### config.mk
export PLATFORM = sky130hd
export DESIGN_NAME = sin_lut_arbiter
export DESIGN_NICKNAME = d
export VERILOG_FILES = /design/src/rtl/sin_lut_pkg.sv /design/src/rtl/sin_lut_arbiter_phase_fold.sv /design/src/rtl/sin_lut_arbiter.sv
export SDC_FILE = /design/constraint.sdc
export NUM_CORES = 1
export LEC_CHECK = 0
export BUFFER_PORTS_ARGS = -buffer_cell sky130_fd_sc_hd__buf_2
export CORE_MARGIN = 4
export CORE_UTILIZATION = 41
export DETAILED_ROUTE_END_ITERATION = 8
export PLACE_DENSITY = 0.67
export SETUP_SLACK_MARGIN = 0.4
export SYNTH_ARGS = -nofsm -noshare
export SYNTH_HDL_FRONTEND = slang
export SYNTH_HIERARCHICAL = 1
export SYNTH_SLANG_ARGS = --single-unit
### constraint.sdc
create_clock -name clk -period 11.9 [get_ports clk]
set_clock_uncertainty 0.15 [all_clocks]
set_input_delay 0 -clock clk [delete_from_list [all_inputs] [get_ports clk]]
set_output_delay 0 -clock clk [all_outputs]
set_load 0.01 [all_outputs]
### src/rtl/sin_lut_pkg.sv
// Shared constants and types for the quarter-wave sine LUT arbiter.
package sin_lut_pkg;

    localparam int unsigned QW_DEPTH  = 900;
    localparam int unsigned PHASE_W   = 12;
    localparam int unsigned PHASE_MAX = 4 * QW_DEPTH;
    localparam int unsigned OFFSET    = 16384;

    // Quadrant boundaries on the full-circle phase index
    localparam int unsigned FOLD_B1 = 900;
    localparam int unsigned FOLD_B2 = 1800;
    localparam int unsigned FOLD_B3 = 2700;

    typedef enum logic [1:0] {
        QD0 = 2'd0,
        QD1 = 2'd1,
        QD2 = 2'd2,
        QD3 = 2'd3
    } quadrant_t;

endpackage

### src/rtl/sin_lut_arbiter_phase_fold.sv
// Folds a full-circle phase index into quadrant plus quarter-wave ROM address.
module phase_fold
    import sin_lut_pkg::*;
#(
    parameter int unsigned ADDR_W = 11,
    parameter int unsigned B1     = FOLD_B1,
    parameter int unsigned B2     = FOLD_B2,
    parameter int unsigned B3     = FOLD_B3,
    parameter int unsigned PMAX   = PHASE_MAX
) (
    input  logic [PHASE_W-1:0] phase,
    output quadrant_t          quadrant,
    output logic [ADDR_W-1:0]  addr,
    output logic               err
);

    localparam logic [PHASE_W-1:0] P_B1   = PHASE_W'(B1);
    localparam logic [PHASE_W-1:0] P_B2   = PHASE_W'(B2);
    localparam logic [PHASE_W-1:0] P_B3   = PHASE_W'(B3);
    localparam logic [PHASE_W-1:0] P_MAX  = PHASE_W'(PMAX);
    localparam logic [PHASE_W-1:0] P_LAST = PHASE_W'(B1 - 1);

    logic [PHASE_W-1:0] idx;

    // Quadrant select, in-quadrant index and mirrored address for odd quadrants
    always_comb begin
        quadrant = QD0;
        idx      = '0;
        err      = 1'b0;
        addr     = '0;
        if (phase >= P_MAX) begin
            err = 1'b1;
        end else if (phase < P_B1) begin
            quadrant = QD0;
            idx      = phase;
        end else if (phase < P_B2) begin
            quadrant = QD1;
            idx      = phase - P_B1;
        end else if (phase < P_B3) begin
            quadrant = QD2;
            idx      = phase - P_B2;
        end else begin
            quadrant = QD3;
            idx      = phase - P_B3;
        end
        if (!err) begin
            case (quadrant)
                QD1, QD3: addr = ADDR_W'(P_LAST - idx);
                default:  addr = ADDR_W'(idx);
            endcase
        end
    end

endmodule

### src/rtl/sin_lut_arbiter.sv
// Round-robin share of one quarter-wave sine ROM between two phase requesters.
module sin_lut_arbiter
    import sin_lut_pkg::*;
#(
    parameter int unsigned QW_DEPTH = sin_lut_pkg::QW_DEPTH,
    parameter int unsigned ADDR_W   = 11,
    parameter int unsigned DATA_W   = 16,
    parameter int unsigned OFFSET   = sin_lut_pkg::OFFSET
) (
    input  logic               clk,
    input  logic               rst,
    input  logic               req0_valid,
    input  logic [PHASE_W-1:0] req0_phase,
    output logic               req0_ready,
    input  logic               req1_valid,
    input  logic [PHASE_W-1:0] req1_phase,
    output logic               req1_ready,
    output logic [ADDR_W-1:0]  lut_addr,
    input  logic [DATA_W-1:0]  lut_q,
    output logic               rsp_valid,
    output logic               rsp_id,
    output logic               rsp_err,
    output logic [DATA_W:0]    rsp_data
);

    localparam logic [DATA_W:0] OFF_EXT = (DATA_W+1)'(OFFSET);

    logic               prio;
    logic               grant0;
    logic               grant1;
    logic [PHASE_W-1:0] gnt_phase;

    quadrant_t          f_qd;
    logic [ADDR_W-1:0]  f_addr;
    logic               f_err;

    logic               s1_valid, s1_id, s1_err;
    quadrant_t          s1_qd;
    logic               s2_valid, s2_id, s2_err;
    quadrant_t          s2_qd;

    logic [DATA_W:0]    q_ext;
    logic [DATA_W:0]    sample;

    // Grant decision: favoured requester wins a tie, nobody is granted in reset
    always_comb begin
        grant0 = 1'b0;
        grant1 = 1'b0;
        if (!rst) begin
            if (req0_valid && (!req1_valid || !prio))
                grant0 = 1'b1;
            else if (req1_valid)
                grant1 = 1'b1;
        end
        gnt_phase = grant1 ? req1_phase : req0_phase;
    end

    assign req0_ready = grant0;
    assign req1_ready = grant1;

    phase_fold #(
        .ADDR_W (ADDR_W),
        .B1     (QW_DEPTH),
        .B2     (2 * QW_DEPTH),
        .B3     (3 * QW_DEPTH),
        .PMAX   (4 * QW_DEPTH)
    ) u_fold (
        .phase    (gnt_phase),
        .quadrant (f_qd),
        .addr     (f_addr),
        .err      (f_err)
    );

    // Priority pointer moves to the other requester after every grant
    always_ff @(posedge clk) begin
        if (rst)
            prio <= 1'b0;
        else if (grant0)
            prio <= 1'b1;
        else if (grant1)
            prio <= 1'b0;
    end

    // Stage 1: register ROM address alongside the side-band of the grant
    always_ff @(posedge clk) begin
        if (rst) begin
            lut_addr <= '0;
            s1_valid <= 1'b0;
            s1_id    <= 1'b0;
            s1_err   <= 1'b0;
            s1_qd    <= QD0;
        end else begin
            s1_valid <= grant0 | grant1;
            if (grant0 | grant1) begin
                lut_addr <= f_addr;
                s1_id    <= grant1;
                s1_err   <= f_err;
                s1_qd    <= f_qd;
            end
        end
    end

    // Stage 2: side-band waits while the ROM presents its data
    always_ff @(posedge clk) begin
        if (rst) begin
            s2_valid <= 1'b0;
            s2_id    <= 1'b0;
            s2_err   <= 1'b0;
            s2_qd    <= QD0;
        end else begin
            s2_valid <= s1_valid;
            s2_id    <= s1_id;
            s2_err   <= s1_err;
            s2_qd    <= s1_qd;
        end
    end

    // Sign stage: lower half-circle subtracts from midscale
    always_comb begin
        q_ext = {1'b0, lut_q};
        if (s2_err)
            sample = OFF_EXT;
        else if (s2_qd == QD2 || s2_qd == QD3)
            sample = OFF_EXT - q_ext;
        else
            sample = OFF_EXT + q_ext;
    end

    // Response register; payload holds while no response is issued
    always_ff @(posedge clk) begin
        if (rst) begin
            rsp_valid <= 1'b0;
            rsp_id    <= 1'b0;
            rsp_err   <= 1'b0;
            rsp_data  <= '0;
        end else begin
            rsp_valid <= s2_valid;
            if (s2_valid) begin
                rsp_id   <= s2_id;
                rsp_err  <= s2_err;
                rsp_data <= sample;
            end
        end
    end

endmodule

**Yosys cells after proc, flatten, opt, wreduce, memory -nomap -nowiden**

Cells that the tools add are included.

- $add $sub $neg: 6
- Reduce and logical (&&, ||, !) cells: 7
- Equal/unequal tests: 4
- Mux-type cells: 21
- Bitwise gates (word level): 1
- Magnitude comparators: 4

Operator list:

| operator | number |
|---|---|
| two-way mux 11 bit | 6 |
| two-way mux 17 bit | 2 |
| subtractor 11 x 10 -> 11 bit, second input constant | 2 |
| adder 15 x 16 -> 17 bit, first input constant | 1 |
| subtractor 15 x 16 -> 17 bit, first input constant | 1 |
| >= comparator 12 bit, second input constant | 1 |
| less-than comparator 12 x 10 -> 1 bit, second input constant | 1 |
| less-than comparator 12 x 11 -> 1 bit, second input constant | 1 |
| less-than comparator 12 bit, second input constant | 1 |
| two-way mux 12 bit | 1 |
| subtractor 10 x 11 -> 11 bit, first input constant | 1 |
| subtractor 11 bit, second input constant | 1 |
| two-way mux 1 bit | 9 |
| == test 2 bit, second input constant | 3 |
| two-way mux 2 bit | 3 |
| == test 2 x 1 -> 1 bit, second input constant | 1 |
| zero test 1 bit | 2 |
| logical OR 1 bit | 2 |
| nonzero test 2 bit | 1 |
| OR reduction 2 bit | 1 |
| logical AND 1 bit | 1 |
| bitwise OR 1 bit | 1 |

- Register bits: 42
- Bits of input ports: 44
- Word-level logic and storage cells: 57

**Depth between registers and ports, before layout**

- Depth after elaboration: 15
- Mapped depth: 19
- Gate-level depth less buffers: 16

**By module**

Netlist, hierarchy kept.

By module, submodules not included:

| module | times used | area an instance (um2) | seq. area each (um2) | cells each |
|---|---|---|---|---|
| sin_lut_arbiter | 1 | 1,950.6 | 800.8 | 223 |
| phase_fold | 1 | 1,058.5 | 0.0 | 149 |

**Worst setup path before layout**

Ideal clock, no wire load.

- Kind: register to register
- Start point: register prio
- End point: register lut_addr[8]
- Path buffers: 3
- Library setup time: 0.132 ns
- Path slack: 7.263 ns
- Cell stages (with the launch flop): 20
- Data arrival time: 4.355 ns
- Required time: 11.618 ns
- Cell sequence: dfxtp_1 nor2b_1 nor3b_1 buf_2 mux2_2 clkbuf_1 inv_1 ha_1 or4b_1 buf_2 a21boi_2 a21oi_2 xnor2_1 or2_2 ha_1 and4_1 and4_2 or3_1 nand2_1 a21oi_1

- Cells in the longest elaborated chain, start to end: 15

Ends and longest elaborated chain:

| element | line | RTL |
|---|---|---|
| start: declaration | sin_lut_arbiter.sv:28 | `logic prio;` |
| start signal: assignment | sin_lut_arbiter.sv:77 | `prio <= 1'b0;` |
| start signal: assignment | sin_lut_arbiter.sv:79 | `prio <= 1'b1;` |
| start signal: assignment | sin_lut_arbiter.sv:81 | `prio <= 1'b0;` |
| zero test 1 bit (*) | sin_lut_arbiter.sv:50 | `if (req0_valid && (!req1_valid \|\| !prio))` |
| logical OR 1 bit (*) | sin_lut_arbiter.sv:50 |  |
| logical AND 1 bit (*) | sin_lut_arbiter.sv:50 |  |
| two-way mux 1 bit (*) | sin_lut_arbiter.sv:50 |  |
| two-way mux 1 bit (*) | sin_lut_arbiter.sv:49 | `if (!rst) begin` |
| via req1_ready | sin_lut_arbiter.sv:17 | `output logic req1_ready,` |
| two-way mux 12 bit (*) | sin_lut_arbiter.sv:55 | `gnt_phase = grant1 ? req1_phase : req0_phase;` |
| via gnt_phase[3] | sin_lut_arbiter.sv:31 | `logic [PHASE_W-1:0] gnt_phase;` |
| branches (longest 8 deep; another with subtractor 11 x 10 -> 11 bit) | -- |  |
| two-way mux 11 bit (*) | sin_lut_arbiter_phase_fold.sv:46 | `if (!err) begin` |
| via f_addr[8] | sin_lut_arbiter.sv:34 | `logic [ADDR_W-1:0] f_addr;` |
| end signal: assignment | sin_lut_arbiter.sv:95 | `lut_addr <= f_addr;` |
| end: declaration | sin_lut_arbiter.sv:18 | `output logic [ADDR_W-1:0] lut_addr,` |

Mark *: on every way through the listed nets, which the timed path passes.
A chain may end at the register's enable or synchronous reset.

**Final worst setup path**

- Start point: input req0_valid
- End point: register lut_addr[8]

- Cells in the longest elaborated chain, start to end: 13

Ends and longest elaborated chain:

| element | line | RTL |
|---|---|---|
| start: declaration | sin_lut_arbiter.sv:12 | `input logic req0_valid,` |
| logical AND 1 bit (*) | sin_lut_arbiter.sv:50 |  |
| two-way mux 1 bit (*) | sin_lut_arbiter.sv:50 |  |
| two-way mux 1 bit (*) | sin_lut_arbiter.sv:49 |  |
| two-way mux 12 bit (*) | sin_lut_arbiter.sv:55 |  |
| via gnt_phase[3] | sin_lut_arbiter.sv:31 |  |
| branches (longest 8 deep; another with subtractor 11 x 10 -> 11 bit) | -- |  |
| two-way mux 11 bit (*) | sin_lut_arbiter_phase_fold.sv:46 |  |
| via f_addr[8] | sin_lut_arbiter.sv:34 |  |

Marks and branches as above.

==> flow_summary.toml <==
[run_status]
status = "finished, final reports clean"

[power_and_ir_drop]
power_frac_clock_pct = 29.4
switchingPower_mw = 0.127
internal_power_mw = 0.272
power_frac_comb_pct = 33.3
p_seq_share_pct = 37.4
ir_drop_v = 0.0000695
p_leak_nw = 1.62
p_per_area_mw_per_mm2 = 107
switching_share_pct = 31.8

[setup_path]
rrSetupSlack_ps = 7160
critPathCapture = "lut_addr[8]"
setup.worst_path.start = "req0_valid"
critical_path_arrival_ps = 4830
worstPathMaxFanout = 13
cp-end-kind = "register"
rr_worst_depth = 16
crit_required_ps = 11900
worstSetupPathType = "in -> reg"
r2r-end = "lut_addr[8]"
reg2reg_from = "prio"
crit_path_start_kind = "primary input"

[synth]
syn_nets = 427
synth_seq_cells = 40
ys_top_cells_by_area = "dfxtp_1 27%, mux2_2 5.6%, nand2_1 5.5%"
syn_inst = 372
synth_edf_count = 0
syn_area_per_cell_um2 = 8.09
yosysWarningCount = 6
synth_top_area_share_pct = 26.6
yosysTopAreaCell = "dfxtp_1"
ys_types = 72
synth.cell_area_mm2 = 0.00301
ys_seq_area_share_pct = 26.6
async_flop_share_pct = 0
synth_ff_type = "dfxtp_1"

[routing]
routedWlPerCell_um = 14.3
antenna_left = 0
drc = 0
vias_per_cell = 5.43
routed_wl_mm = 7.85
drt-pass1-iter-count = 4
vias = 2981
drt_iter0_markers = 87

[cells_and_area]
layout-drive-gt1-share_pct = 27.6
register_area_um2 = 801
fin_util_pct = 53.4
largest-register = "rsp_data"
largest_reg_flops = 17
multi_input_area_mm2 = 0.00202
fillCellCount = 659
top_regs = "rsp_data x17, lut_addr x11"
antenna-diode-count = 0
final_net_count = 507
layout-area-overhead-vs-synth_pct = 23.2
layout_commonest_cell = "buf_2"
postLayoutCellArea_mm2 = 0.00371
final_cell_mix = "76 x buf_2, 44 x nand2_1, 40 x dfxtp_1, 28 x a21oi_1, 26 x nor2_1"

[sta]
rsz0062_at_grt = "no"
drv_slew = 0
final.setup.tns_ps = 0
maxSlewHeadroom_pct = 54.5
period_share_pct = 40.6
hold_viol = 0
worstMarginPinSlew_ps = 676
setup_viol = 0
clock.fmax_mhz = 207
fin_crit_ps = 4830

[placement]
gp_congestion = 0.926
port_buffers = 76
dp_hpwl_mm = 5.88
place_area_mm2 = 0.00340

[floorplanning]
dieArea_mm2 = 0.00877
start_util_pct = 43.3
core_mm2 = 0.00694
dieHeight_um = 93.7
rows = 30
die_x_um = 93.7
io_pins = 77

[clocking]
clk_pin_slew_ps = 80
tritoncts = "done"
cts_root_buffer = "clkbuf_8"
cts.htree.levels = 2
post_cts_resized = 0
cts-buffers-inserted = 5
clock_latency_ps = 290
cts.sinks = 40
cts_buffer_depth = 2

[global_routing]
grt_overflow = 0
antenna_found_initial = 0
grt_pass1_wl_mm = 13.0
grt_max_degree = 33
grt_use_total_pct = 17.9
grt_pass1_vias = 2909

[job]
cap_violations = 0

[hold_path]
hp-class = "in -> reg"
[per-layer routing]
layer	up-vias	track usage, %	wire (um)
met2	92	32.0	3910
met4	0	5.17	94
met5	-	0	0
met1	1370	21.8	3410
li1	1505	-	-
met3	14	3.37	438
[cells in the mapped netlist (5+ instances only)]
master / count
nor2_1: 26
xor2_1: 6
buf_2: 5
inv_1: 17
a211oi_1: 6
xnor2_1: 14
a31oi_1: 5
o21ai_0: 15
clkbuf_1: 9
a21oi_1: 28
mux2i_1: 8
nor4_1: 6
mux2_2: 15
ha_1: 11
o21ai_1: 5
dfxtp_1: 40
nor3_1: 8
nor2b_1: 13
nand2_1: 44
[cell type report]
| cell class | count | share of cell area, % |
|---|---|---|
| Clock inverter | 2 | 1.05 |
| Multi-Input combinational cell | 292 | 54.6 |
| Timing Repair Buffer | 96 | 15.6 |
| Clock buffer | 6 | 2.23 |
| Tap cell | 96 | 3.24 |
| Sequential cell | 40 | 21.6 |
| Inverter | 17 | 1.72 |
[worst max-delay path: stages]
cell	delay (ps)
dlygate4sd3_1	520
buf_2	130
nor2b_1	150
nor3b_2	150
buf_4	220
mux2_2	460
ha_1	260
or4_4	570
a22oi_2	540
a21oi_2	250
xnor2_1	170
or2_2	300
ha_1	210
and4_1	190
and4_2	240
or3_1	330
nand2_1	60
a21oi_1	60
[worst min-delay path by stage]
stage,start,to,slack [ps],cells past startpoint
after floorplan,rst,s2_err,-70,1
after global placement,lut_q[0],rsp_data[0],150,3
after detailed placement,lut_q[0],rsp_data[0],160,3
after CTS,lut_q[15],rsp_data[15],2,4
after global routing,lut_q[15],rsp_data[15],20,4
final,lut_q[15],rsp_data[15],20,4
[cell families (layout without fill, tap and decap cells)]
group | after synthesis | after routing | share of synthesized area [%]
AND/OR/NAND/NOR | 138 | 138 | 24.4
buffers and inverters | 40 | 121 | 6.32
multiplexers | 23 | 23 | 8.27
AO/OA/AOI/OAI | 100 | 100 | 24.0
flip-flops | 40 | 40 | 26.6
XOR/XNOR | 20 | 20 | 5.82
adder cells (fa/ha/maj) | 11 | 11 | 4.57
[power groups by stage]
stage               Combinational, mW  Sequential [mW]  Clock (mW)
floorplan                      0.0914            0.154           0
global placement                0.125            0.152           0
detailed placement              0.126            0.152           0
CTS                             0.132            0.149       0.123
global route                    0.148            0.150       0.127
finish                          0.132            0.149       0.117
[metrics by stage]
stage               hold WS (ps)  cells  power (mW)  setup WS, ps
global route                24.5    549       0.425          6760
CTS                         1.72    549       0.403          7090
global placement             147    522       0.277          7280
floorplan                  -69.9    372       0.245          7260
finish                      20.1    549       0.398          7070
detailed placement           155    522       0.278          7200
[what timing repair did]
item                                   4_1_cts  5_1_grt
endpoints found under the hold margin       16        0
buffers inserted                             0        0
hold buffers                                19        0
Power figures use the tool's default switching activity.
